<file path="src/rtl/seq_div_unit.sv">
// seq_div_unit: multi-cycle signed restoring divider for the ALU DIV path.
// Dividend comes from Y, divisor from the bus; quotient goes to LO, remainder to HI.
//
// state   | meaning
// --------+-------------------------------------------------------------
// S_IDLE  | waiting for start; operands captured on the start edge
// S_SETUP | take operand magnitudes, record result signs, clear remainder
// S_ITER  | one restoring step per cycle, MSB first, WIDTH cycles
// S_FIX   | apply signs (or divide-by-zero result), load output registers
// S_DONE  | one-cycle done pulse, then back to idle
module seq_div_unit #(
  parameter int WIDTH = 32
) (
  input  logic             clk_i,
  input  logic             reset_i,
  input  logic             start_i,
  input  logic [WIDTH-1:0] dividend_i,
  input  logic [WIDTH-1:0] divisor_i,
  output logic [WIDTH-1:0] quotient_o,
  output logic [WIDTH-1:0] remainder_o,
  output logic             busy_o,
  output logic             done_o,
  output logic             div_zero_o
);

  localparam int CW = (WIDTH > 1) ? $clog2(WIDTH) : 1;

  typedef enum logic [2:0] {
    S_IDLE,
    S_SETUP,
    S_ITER,
    S_FIX,
    S_DONE
  } state_t;

  state_t           state_q, state_d;
  logic [CW-1:0]    cnt_q, cnt_d;
  logic [WIDTH-1:0] dvd_q, dvd_d;     // captured dividend
  logic [WIDTH-1:0] dvs_q, dvs_d;     // captured divisor
  logic [WIDTH-1:0] mag_q, mag_d;     // dividend magnitude, shifts out as quotient bits shift in
  logic [WIDTH-1:0] dmag_q, dmag_d;   // divisor magnitude
  // The stored partial remainder is always below the divisor magnitude, so it
  // fits in WIDTH bits; only the shifted trial value needs the extra bit.
  logic [WIDTH-1:0] prem_q, prem_d;
  logic             qsign_q, qsign_d;
  logic             rsign_q, rsign_d;
  logic [WIDTH-1:0] quo_q, quo_d;
  logic [WIDTH-1:0] rem_q, rem_d;
  logic             dz_q, dz_d;

  logic [WIDTH:0]   prem_sh;
  logic [WIDTH:0]   trial;

  // Next-state, datapath and handshake outputs
  always_comb begin
    state_d = state_q;
    cnt_d   = cnt_q;
    dvd_d   = dvd_q;
    dvs_d   = dvs_q;
    mag_d   = mag_q;
    dmag_d  = dmag_q;
    prem_d  = prem_q;
    qsign_d = qsign_q;
    rsign_d = rsign_q;
    quo_d   = quo_q;
    rem_d   = rem_q;
    dz_d    = dz_q;
    busy_o  = 1'b0;
    done_o  = 1'b0;
    prem_sh = {prem_q, mag_q[WIDTH-1]};
    trial   = prem_sh - {1'b0, dmag_q};

    case (state_q)
      S_IDLE: begin
        if (start_i) begin
          dvd_d   = dividend_i;
          dvs_d   = divisor_i;
          state_d = S_SETUP;
        end
      end
      S_SETUP: begin
        busy_o  = 1'b1;
        mag_d   = dvd_q[WIDTH-1] ? -dvd_q : dvd_q;
        dmag_d  = dvs_q[WIDTH-1] ? -dvs_q : dvs_q;
        qsign_d = dvd_q[WIDTH-1] ^ dvs_q[WIDTH-1];
        rsign_d = dvd_q[WIDTH-1];
        prem_d  = '0;
        cnt_d   = '0;
        state_d = S_ITER;
      end
      S_ITER: begin
        busy_o = 1'b1;
        if (!trial[WIDTH]) begin
          prem_d = trial[WIDTH-1:0];
          mag_d  = {mag_q[WIDTH-2:0], 1'b1};
        end else begin
          prem_d = prem_sh[WIDTH-1:0];
          mag_d  = {mag_q[WIDTH-2:0], 1'b0};
        end
        cnt_d = cnt_q + 1'b1;
        if (cnt_q == CW'(WIDTH - 1)) begin
          state_d = S_FIX;
        end
      end
      S_FIX: begin
        busy_o = 1'b1;
        // Divide by zero falls through the iterations normally so latency is
        // unchanged; its result is substituted here.
        if (dvs_q == '0) begin
          quo_d = '1;
          rem_d = dvd_q;
          dz_d  = 1'b1;
        end else begin
          quo_d = qsign_q ? -mag_q : mag_q;
          rem_d = rsign_q ? -prem_q : prem_q;
          dz_d  = 1'b0;
        end
        state_d = S_DONE;
      end
      S_DONE: begin
        done_o  = 1'b1;
        state_d = S_IDLE;
      end
      default: begin
        state_d = S_IDLE;
      end
    endcase
  end

  // State and datapath registers, synchronous reset
  always_ff @(posedge clk_i) begin
    if (reset_i) begin
      state_q <= S_IDLE;
      cnt_q   <= '0;
      dvd_q   <= '0;
      dvs_q   <= '0;
      mag_q   <= '0;
      dmag_q  <= '0;
      prem_q  <= '0;
      qsign_q <= 1'b0;
      rsign_q <= 1'b0;
      quo_q   <= '0;
      rem_q   <= '0;
      dz_q    <= 1'b0;
    end else begin
      state_q <= state_d;
      cnt_q   <= cnt_d;
      dvd_q   <= dvd_d;
      dvs_q   <= dvs_d;
      mag_q   <= mag_d;
      dmag_q  <= dmag_d;
      prem_q  <= prem_d;
      qsign_q <= qsign_d;
      rsign_q <= rsign_d;
      quo_q   <= quo_d;
      rem_q   <= rem_d;
      dz_q    <= dz_d;
    end
  end

  assign quotient_o  = quo_q;
  assign remainder_o = rem_q;
  assign div_zero_o  = dz_q;

endmodule
</file>
<file path="config.mk">
export PLATFORM = sky130hd
export DESIGN_NAME = seq_div_unit
export DESIGN_NICKNAME = d
export VERILOG_FILES = /design/src/rtl/seq_div_unit.sv
export SDC_FILE = /design/constraint.sdc
export NUM_CORES = 1
export LEC_CHECK = 0
export ABC_AREA = 0
export CAP_MARGIN = 20
export CORE_MARGIN = 2
export CORE_UTILIZATION = 35
export CTS_BUF_LIST = sky130_fd_sc_hd__clkbuf_4 sky130_fd_sc_hd__clkbuf_8
export DETAILED_ROUTE_END_ITERATION = 6
export GPL_TIMING_DRIVEN = 0
export PLACE_DENSITY_LB_ADDON = 0.12
export SETUP_SLACK_MARGIN = 0.2
export SLEW_MARGIN = 0
export SYNTH_ARGS = -nofsm -noshare
export SYNTH_HDL_FRONTEND = slang
export SYNTH_SLANG_ARGS = --single-unit
</file>
<file path="constraint.sdc">
create_clock -name clk_i -period 3.9 [get_ports clk_i]
set_input_delay 0.585 -clock clk_i [delete_from_list [all_inputs] [get_ports clk_i]]
set_output_delay 0.585 -clock clk_i [all_outputs]
set_load 0.03 [all_outputs]
</file>
=== Word level (Yosys, flattened, before mapping) ===
Index checks and enable logic that the tools add are counted.

* Memories kept: 0
* RAM bits: 0
* Output and inout bits: 67
* Memory bits (read-only): 0
* Bits of input ports: 67
* Latch bits: 0
* Bits in registers: 235

* $mul: 0
* Equal/unequal tests: 7
* $add $sub $neg: 6
* Divide/modulo/power cells: 0
* Bitwise logic cells: 1
* $lt $le $gt $ge: 0
* Muxes and demuxes: 17
* Reduce and logical (&&, ||, !) cells: 6
* Shift operators: 0

{| class="wikitable"
|+ Operator list
! cell !! count
|-
| 32-bit two-way mux || 7
|-
| 32-bit negator || 4
|-
| 32-bit case mux with 2 select lines || 2
|-
| 33-bit by 32-bit subtractor with 33-bit output || 1
|-
| 32-bit zero test || 1
|-
| 3-bit case mux with 4 select lines || 1
|-
| 5-bit case mux with 2 select lines || 1
|-
| 3-bit by 2-bit equality test with 1-bit output, second input constant || 2
|-
| 3-bit two-way mux || 2
|-
| 5-bit by 1-bit adder with 5-bit output, second input constant || 1
|-
| 5-bit equality test, second input constant || 1
|-
| 1-bit two-way mux || 4
|-
| 2-bit inequality test, second input constant || 2
|-
| 2-bit AND reduction || 2
|-
| 3-bit by 1-bit equality test with 1-bit output, second input constant || 1
|-
| 3-bit equality test, second input constant || 1
|-
| 3-bit zero test || 1
|-
| 3-bit OR reduction || 1
|-
| 2-bit nonzero test || 1
|-
| 1-bit XOR || 1
|}

=== Logic depth before layout (Yosys ltp) ===
* Word-level depth: 3
* Depth in mapped cells: 13

=== Worst setup path after synthesis ===
OpenSTA, ideal clock, no wires.

* Path kind: register -> register
* Start point: register prem_q[26]
* End point: register prem_q[17]
* Stages on the path, launching flop included: 12
* Arrival time: 2.920 ns
* Slack: 0.850 ns
* Data required time: 3.770 ns
* Setup time: 0.130 ns
* Buffers on the path: 1
* Cells stage by stage: dfxtp_1 -> ha_1 -> a2111o_1 -> o21bai_1 -> a31o_2 -> a21o_1 -> a21oi_1 -> o21ai_2 -> xor2_2 -> buf_2 -> mux2i_1 -> o21ai_0

* Word-level cells in the longest chain between the ends: 3

{| class="wikitable"
|+ RTL lines
! element !! RTL line !! text
|-
| start: declaration || 44 || <nowiki>logic [WIDTH-1:0] prem_q, prem_d;</nowiki>
|-
| start signal: assignment || 152 || <nowiki>prem_q <= prem_d;</nowiki>
|-
| 33-bit by 32-bit subtractor with 33-bit output || 71 || <nowiki>trial = prem_sh - {1'b0, dmag_q};</nowiki>
|-
| 32-bit two-way mux || 93 || <nowiki>if (!trial[WIDTH]) begin</nowiki>
|-
| 32-bit case mux with 2 select lines || 73 || <nowiki>case (state_q)</nowiki>
|}

Every way passes these cells.
A chain may end at the register's enable or synchronous reset.

=== Worst setup path after layout ===
* Start point: register mag_q[31]
* End point: register mag_q[0]

* Word-level cells in the longest chain between the ends: 3

{| class="wikitable"
|+ RTL lines
! element !! RTL line !! text
|-
| start: declaration || 40 || <nowiki>logic [WIDTH-1:0] mag_q, mag_d;</nowiki>
|-
| start signal: assignment || 150 || <nowiki>mag_q <= mag_d;</nowiki>
|-
| 33-bit by 32-bit subtractor with 33-bit output || 71 ||
|-
| 1-bit two-way mux || 93 ||
|-
| 32-bit case mux with 2 select lines || 73 ||
|}

Every way passes these cells.

==> results.tsv <==
stage	metric	value	unit
status	outcome	completed	
die	Die H	197	um
synth	Seq/Total Area, Yosys	36.0	%
worst_setup_path	Max FO, Critical Path	10	
global_route	global-route wire length before repair	68600	um
sta	crit path time final	3380	ps
place	DP Area	0.0150	sq mm
synth	Synth Instances	1653	
die	full die area	0.0389	sq mm
power	register share of total power	31.0	%
worst_setup_path	Slowest cell on crit path	dfxtp_1	
worst_setup_path	Most common cell on crit path	a21oi_1	
power	Sw Ratio	38.7	%
layout	most common cell after layout, fill and taps aside	nand2_1	
place	DP Worst Slack	103	ps
die	core area	0.0367	sq mm
sta	Fin Clk Skew	16.3	ps
run	max-cap viol count	0	
place	IO Port Bufs	132	
worst_setup_path	Top Family by Delay on Critical Path	compound AO/OA/AOI/OAI gates	
synth	Mean Syn Cell Area	7.92	sq um
global_route	initial antenna violation count	0	
power	pwr dens	563	mW/mm^2
sta	Hold Vio Cnt, Final	0	
sta	RSZ-0062 raised after global routing	false	
drt	Detail Route Antenna Nets	0	
layout	final net count	1939	
sta	# setup viols final	0	
place	gpl congestion	0.861	
drt	total wire length	44300	um
layout	diodes inserted	0	
clock_network	CTS buffer count	44	
drt	drt drc	0	
die	Cell Rows	70	
clock_network	clk slew on worst S/H paths	50	ps
clock_network	insertion delay to the later sink of the worst-skew pair	610	ps
drt	vias per inst	5.41	
layout	layout cell share with drive strength beyond 1	6.28	%
power	Pint	0.00551	W
power	Clock power frac	28.7	%
sta	slew at the pin with the worst max-slew slack	899	ps
synth	Main synth FF type	dfxtp_1	
worst_setup_path	critical path depth	13	
synth	syn nets	1759	
drt	DR vias	12606	
sta	Tcrit/Tclk final	86.6	%
layout	fillcell total	3765	
global_route	GRT Total Usage	22.6	%
place	HPWL Detailed	34500	um
layout	Sequential cell area	0.00470	sq mm
synth	Post-synth EDFFs	0	
worst_setup_path	WP buf/inv	2	
synth	Syn Std Cell Area	0.0131	sq mm
layout	area delta synth->final	22.1	%
synth	flip-flop and latch count after synthesis	235	
worst_setup_path	crit-path cells	inv_1, ha_1, fa_1, nand2b_1, a21oi_1, o21ai_0, nand3_1, a21oi_1, o21ai_4, xor2_4, buf_4, a222oi_1, nor2_1	
global_route	largest net degree at the start of global routing	13	
drt	WL per Instance	19.0	um
clock_network	H-tree depth	2	
layout	most frequent cells in the layout	273 x nand2_1, 235 x dfxtp_1, 152 x nor2_1	
drt	initial DRC count	937	
synth	post-synthesis cell type count	72	
power	Worst VDD drop	0.000290	V
synth	Yosys Warn Count	0	
worst_setup_path	WS Path Type	register to register	
synth	asr flop ratio synth	0	%
layout	multi-input logic area	0.00776	sq mm
sta	Worst slew margin	40.0	%
sta	Hold Slack	452	ps
worst_setup_path	Crit path arrival time	3850	ps
clock_network	CTS Buffer Depth	3	
power	Combinational Power Share	40.3	%
worst_setup_path	CP required	4370	ps
sta	setup ws final	523	ps
worst_hold_path	Hold Path Class	register to register	
drt	First-pass DRT Iterations	7	
clock_network	Sink Count	235	
worst_setup_path	CP Capture Type	register	
power	leakage	5.92	nW
die	# IOs	134	
clock_network	CTS tree	built	
die	Initial Util	35.7	%
power	Sw Pwr	0.00348	W
worst_setup_path	Worst setup SP type	register	
worst_hold_path	Hold Crit Depth	2	
place	post-placement cell count	2254	
global_route	GRT overflow	0	
clock_network	clock root cell	clkbuf_8	
worst_setup_path	highest cell delay on the worst timing path	420	ps
sta	Final Max Tran Viols	0	
sta	post-route setup TNS	0	ps
layout	fin area	0.0160	sq mm
worst_setup_path	FF-to-FF path depth	13	
sta	max frequency	296	MHz
layout	Layout Cells excl Fill	2332	
global_route	vias in the first global route	11987	
die	die width	197	um
[tightest hold or removal path, stage by stage (launching register included)]
cell and delay (ps):
dfxtp_1 310, nand2_1 50, a21oi_1 50
[per-layer routing]
layer  global-route usage, %  wire length (um)  vias up
li1                        -                 -     6277
met1                    29.0             19900     5957
met2                    39.3             21400      316
met3                    3.82              2140       56
met4                    5.96               828        0
met5                       0                 0        -
[state kept, by name, summed over array words and instances, names as in the netlist]
register and count:
div_zero_o 1, cnt_q 5, dvs_q 32, qsign_q 1, dmag_q 32, state_q 3, quotient_o 32, mag_q 32
rsign_q 1, prem_q 32, dvd_q 32, remainder_o 32
[power groups by stage]
stage	logic, W	clock network (W)	registers, W
after global placement	0.00350	0	0.00283
after CTS	0.00355	0.00265	0.00278
after global routing	0.00402	0.00274	0.00280
final	0.00362	0.00258	0.00278
after floorplan	0.00266	0	0.00276
after detailed placement	0.00351	0	0.00283
[cells by family after synthesis]
family,count (synthesis),share of synthesized area (%)
and+or+nand+nor,573,19.8
AOI/OAI and AO/OA,471,23.7
DFF,235,36.0
buffers and inverters,164,4.92
xor gates and xnor gates,143,9.63
adders and majority gates,39,3.79
muxes,28,2.18
[final timing paths]
kind | from | endpoint | slack [ps]
worst min register to register | dmag_q[10]$_SDFFE_PP0P_ | dmag_q[10]$_SDFFE_PP0P_ | 450
worst min-delay path | dmag_q[10]$_SDFFE_PP0P_ | dmag_q[10]$_SDFFE_PP0P_ | 450
worst max register to register | mag_q[31]$_SDFFE_PP0P_ | mag_q[0]$_SDFFE_PP0P_ | 520
worst max-delay path | mag_q[31]$_SDFFE_PP0P_ | mag_q[0]$_SDFFE_PP0P_ | 520
[cell usage after synthesis, drive strengths merged (29+ instances only)]
library cell | instances | area, sq um
a211oi | 44 | 330
a21oi | 151 | 756
a222oi | 29 | 290
clkbuf | 99 | 372
dfxtp | 235 | 4700
ha | 38 | 475
inv | 48 | 180
nand2 | 275 | 1040
nor2 | 153 | 577
o21ai | 89 | 449
o31ai | 34 | 255
xnor2 | 61 | 534
xor2 | 82 | 726
[stage by stage]
| step | utilization (%) | power (W) |
|---|---|---|
| 2_1_floorplan | - | 0.00541 |
| 3_3_place_gp | 40.8 | 0.00632 |
| 3_5_place_dp | 40.9 | 0.00634 |
| 4_1_cts | 43.5 | 0.00898 |
| 5_1_grt | 43.5 | 0.00956 |
| 6_report | 43.5 | 0.00899 |
[cell type report]
cell class	instances	share of cell area, %
multi-input combinational	1254	48.6
sequential	235	29.4
timing repair buffer	134	8.36
clock buffer	67	5.34
tap	468	3.67
buffer	115	2.90
inverter	49	1.15
clock inverter	10	0.548
[repair_timing]
action | 4_1_cts | 5_1_grt
resized for setup | 2 | 2
buffers inserted | 0 | 1
hold buffers | 0 | 0
setup endpoints to repair | 9 | 24
No activity file was read; power rests on OpenSTA's default activity.
==> RTL change: new RTL, same settings <==
Put a register stage on the output `done_o`, cleared by the reset. The value now appears one clock later. The other outputs are not delayed to match.
--- a/src/rtl/seq_div_unit.sv
+++ b/src/rtl/seq_div_unit.sv
@@ -33,6 +33,8 @@
     S_DONE
   } state_t;
 
+  logic done_d;
+
   state_t           state_q, state_d;
   logic [CW-1:0]    cnt_q, cnt_d;
   logic [WIDTH-1:0] dvd_q, dvd_d;     // captured dividend
@@ -66,7 +68,7 @@
     rem_d   = rem_q;
     dz_d    = dz_q;
     busy_o  = 1'b0;
-    done_o  = 1'b0;
+    done_d  = 1'b0;
     prem_sh = {prem_q, mag_q[WIDTH-1]};
     trial   = prem_sh - {1'b0, dmag_q};
 
@@ -118,7 +120,7 @@
         state_d = S_DONE;
       end
       S_DONE: begin
-        done_o  = 1'b1;
+        done_d  = 1'b1;
         state_d = S_IDLE;
       end
       default: begin
@@ -162,4 +164,12 @@
   assign remainder_o = rem_q;
   assign div_zero_o  = dz_q;
 
+  always_ff @(posedge clk_i) begin
+    if (reset_i) begin
+      done_o <= '0;
+    end else begin
+      done_o <= done_d;
+    end
+  end
+
 endmodule
Formal check against the unedited RTL: no difference found for any inputs over 10 cycles, from zero or initial values and one cycle with reset_i high; that may be too few to reach the edited logic, so the function may still have changed.
==> RTL change against the unedited design <==
Wire length is 4.3% lower; final area fell by 1.2%; setup slack worse by 0.15 ns; sequential cell count up 1; clock skew is essentially flat; die area down 1.6%; area after synthesis is 1.6% lower.
Power is not compared: it rests on default switching activity, and its combinational part moved more than twofold at a synthesized area within 25%.
==> RTL change: results (changes against the unedited design) <==
stage;metric;value;unit;change
global_routing;grt_pass1_wl;67050;um;-2.3%
worst_setup_path;r2r_setup_slack;0.37;ns;-0.15 ns
placement;gp_congestion;0.8783;;+2.0%
global_routing;grt.total_usage;22.07;%;-0.57 points
clock_tree;clk_latency;0.59;ns;-0.02 ns
worst_hold_path;hold_path_class;flip-flop to flip-flop;;
worst_setup_path;worstPathMaxFanout;10;;unchanged
synth;synthTopCellsByArea;dfxtp_1 37%, nand2_1 6.7%, xnor2_1 5.4%, xor2_1 4.8%, nor2_1 4.8%;;
routing;dr.first_iter.drc_count;904;;-3.5%
placement;hpwl;32950;um;-4.5%
global_routing;antenna_found_initial;0;;unchanged
routing;first_pass_iters;7;;unchanged
sta;skew;0.01604;ns;-0.0002886 ns
placement;post-place-cells;2189;;-2.9%
clock_tree;cts_buffers;43;;-2.3%
power;ir_drop;0.0002176;V;
layout;nNetsFinal;1872;;-3.5%
layout;fill_cells;3762;;-0.080%
synth;syn_nets;1695;;-3.6%
layout;drive_above_1_share;6.340;%;+0.064 points
worst_setup_path;cpPeakStageDelay;0.44;ns;+0.02 ns
synth;yosysSeqAreaShare;36.69;%;+0.74 points
placement;portBuffers;132;;unchanged
routing;wl_per_cell;18.69;um;-1.5%
global_routing;grt_pass1_vias;12280;;+2.5%
sta;slew_headroom;36.27;%;-3.8 points
synth;yosys-top-cells-count;236 x dfxtp_1, 231 x nand2_1, 165 x nor2_1;;
worst_setup_path;startpoint;mag_q[31];;
clock_tree;cts_buffer_depth;3;;unchanged
routing;vias_per_cell;5.409;;about the same
worst_setup_path;crit_path_end;prem_q[17];;
routing;wl;42360;um;-4.3%
worst_setup_path;arrival;3.97;ns;+0.12 ns
synth;yosysUniqueCellTypes;64;;-11%
outcome;status;finished clean;;
worst_setup_path;crit_family;compound AO/OA/AOI/OAI gates;;
clock_tree;htreeDepth;2;;unchanged
synth;syn_avg_cell_area;8.103;um2;+2.4%
## RTL change: cell count changes in the layout (fill, tap and decap cells not counted), moves of 21 or more
cell / before / now
a311oi_1: 25 / 1
a21oi_1: 151 / 105
a222oi_1: 29 / 55
o211ai_1: 23 / 1
a211oi_1: 44 / 65
nand2_1: 273 / 231
## RTL change: metrics by stage
stage	setup slack [ns]	instance area [um2]	total power, uW	hold slack, ns	setup TNS (ns)
after CTS	0.2211	15750	7130	0.4613	0
after detailed placement	-0.09591	14790	4483	0.4542	-0.5272
after global routing	0.1820	15790	7458	0.4965	0
after global placement	-0.06884	14780	4468	0.4456	-0.3273
after floorplan	0.8272	12880	3947	0.4319	0
final	0.3741	15790	7071	0.4538	0
## RTL change: timing repair
item / 4_1_cts / 5_1_grt
pin swaps: 0 / 1
setup endpoints to repair: 20 / 61
resized for setup: 2 / 17
hold endpoints to repair: 0 / 0
## RTL change: kinds of logic (layout without fill, tap and decap cells)
family	after synthesis	count (layout)	synth area share [%]
buf+inv	164	373	4.898
simple gates	550	550	19.32
mux	21	21	1.632
flops	236	236	36.69
fa+ha+maj	39	39	3.848
compound gates	429	429	23.41
xor+xnor	150	150	10.20
## RTL change: worst register-to-register path, delay by kind of cell (launching register included)
kind	cells	cell delay, ns
compound gates	4	0.73
buf+inv	2	0.51
flops	1	0.44
xor+xnor	1	0.28
simple gates	3	0.52
mux	1	0.25
fa+ha+maj	2	0.65
## RTL change: layout make-up
class,count,area share [%]
flip-flops and latches,236,29.93
repair buffers,132,8.369
inverters,49,1.165
clock inverters,7,0.6499
plain buffers,115,2.916
clock buffers,70,5.429
well taps,468,3.709
multi-input cells,1189,47.84
## RTL change: routing by layer
layer  share of wire [%]  global-route usage, %  wire, um  vias up
met3                 5.2                  3.060      2192       82
met5                   0                      0         0        -
li1                    -                      -         -     6111
met4                 3.5                  8.698      1463        0
met1                  43                  26.68     18020     5742
met2                  49                  39.53     20680      322
## RTL change: worst min path at each step
stage	slack, ns	endpoint	from	cells past startpoint
final	0.45	dmag_q[15]	dmag_q[15]	2
after global routing	0.50	dmag_q[15]	dmag_q[15]	2
after global placement	0.45	dmag_q[15]	dmag_q[15]	2
after detailed placement	0.45	dmag_q[15]	dmag_q[15]	2
after CTS	0.46	dmag_q[15]	dmag_q[15]	2
after floorplan	0.43	dmag_q[15]	dmag_q[15]	2
## RTL change: power by group
part	internal [uW]	switching [uW]
Clock	1520	1090
Sequential	2530	145
Combinational	702	1080
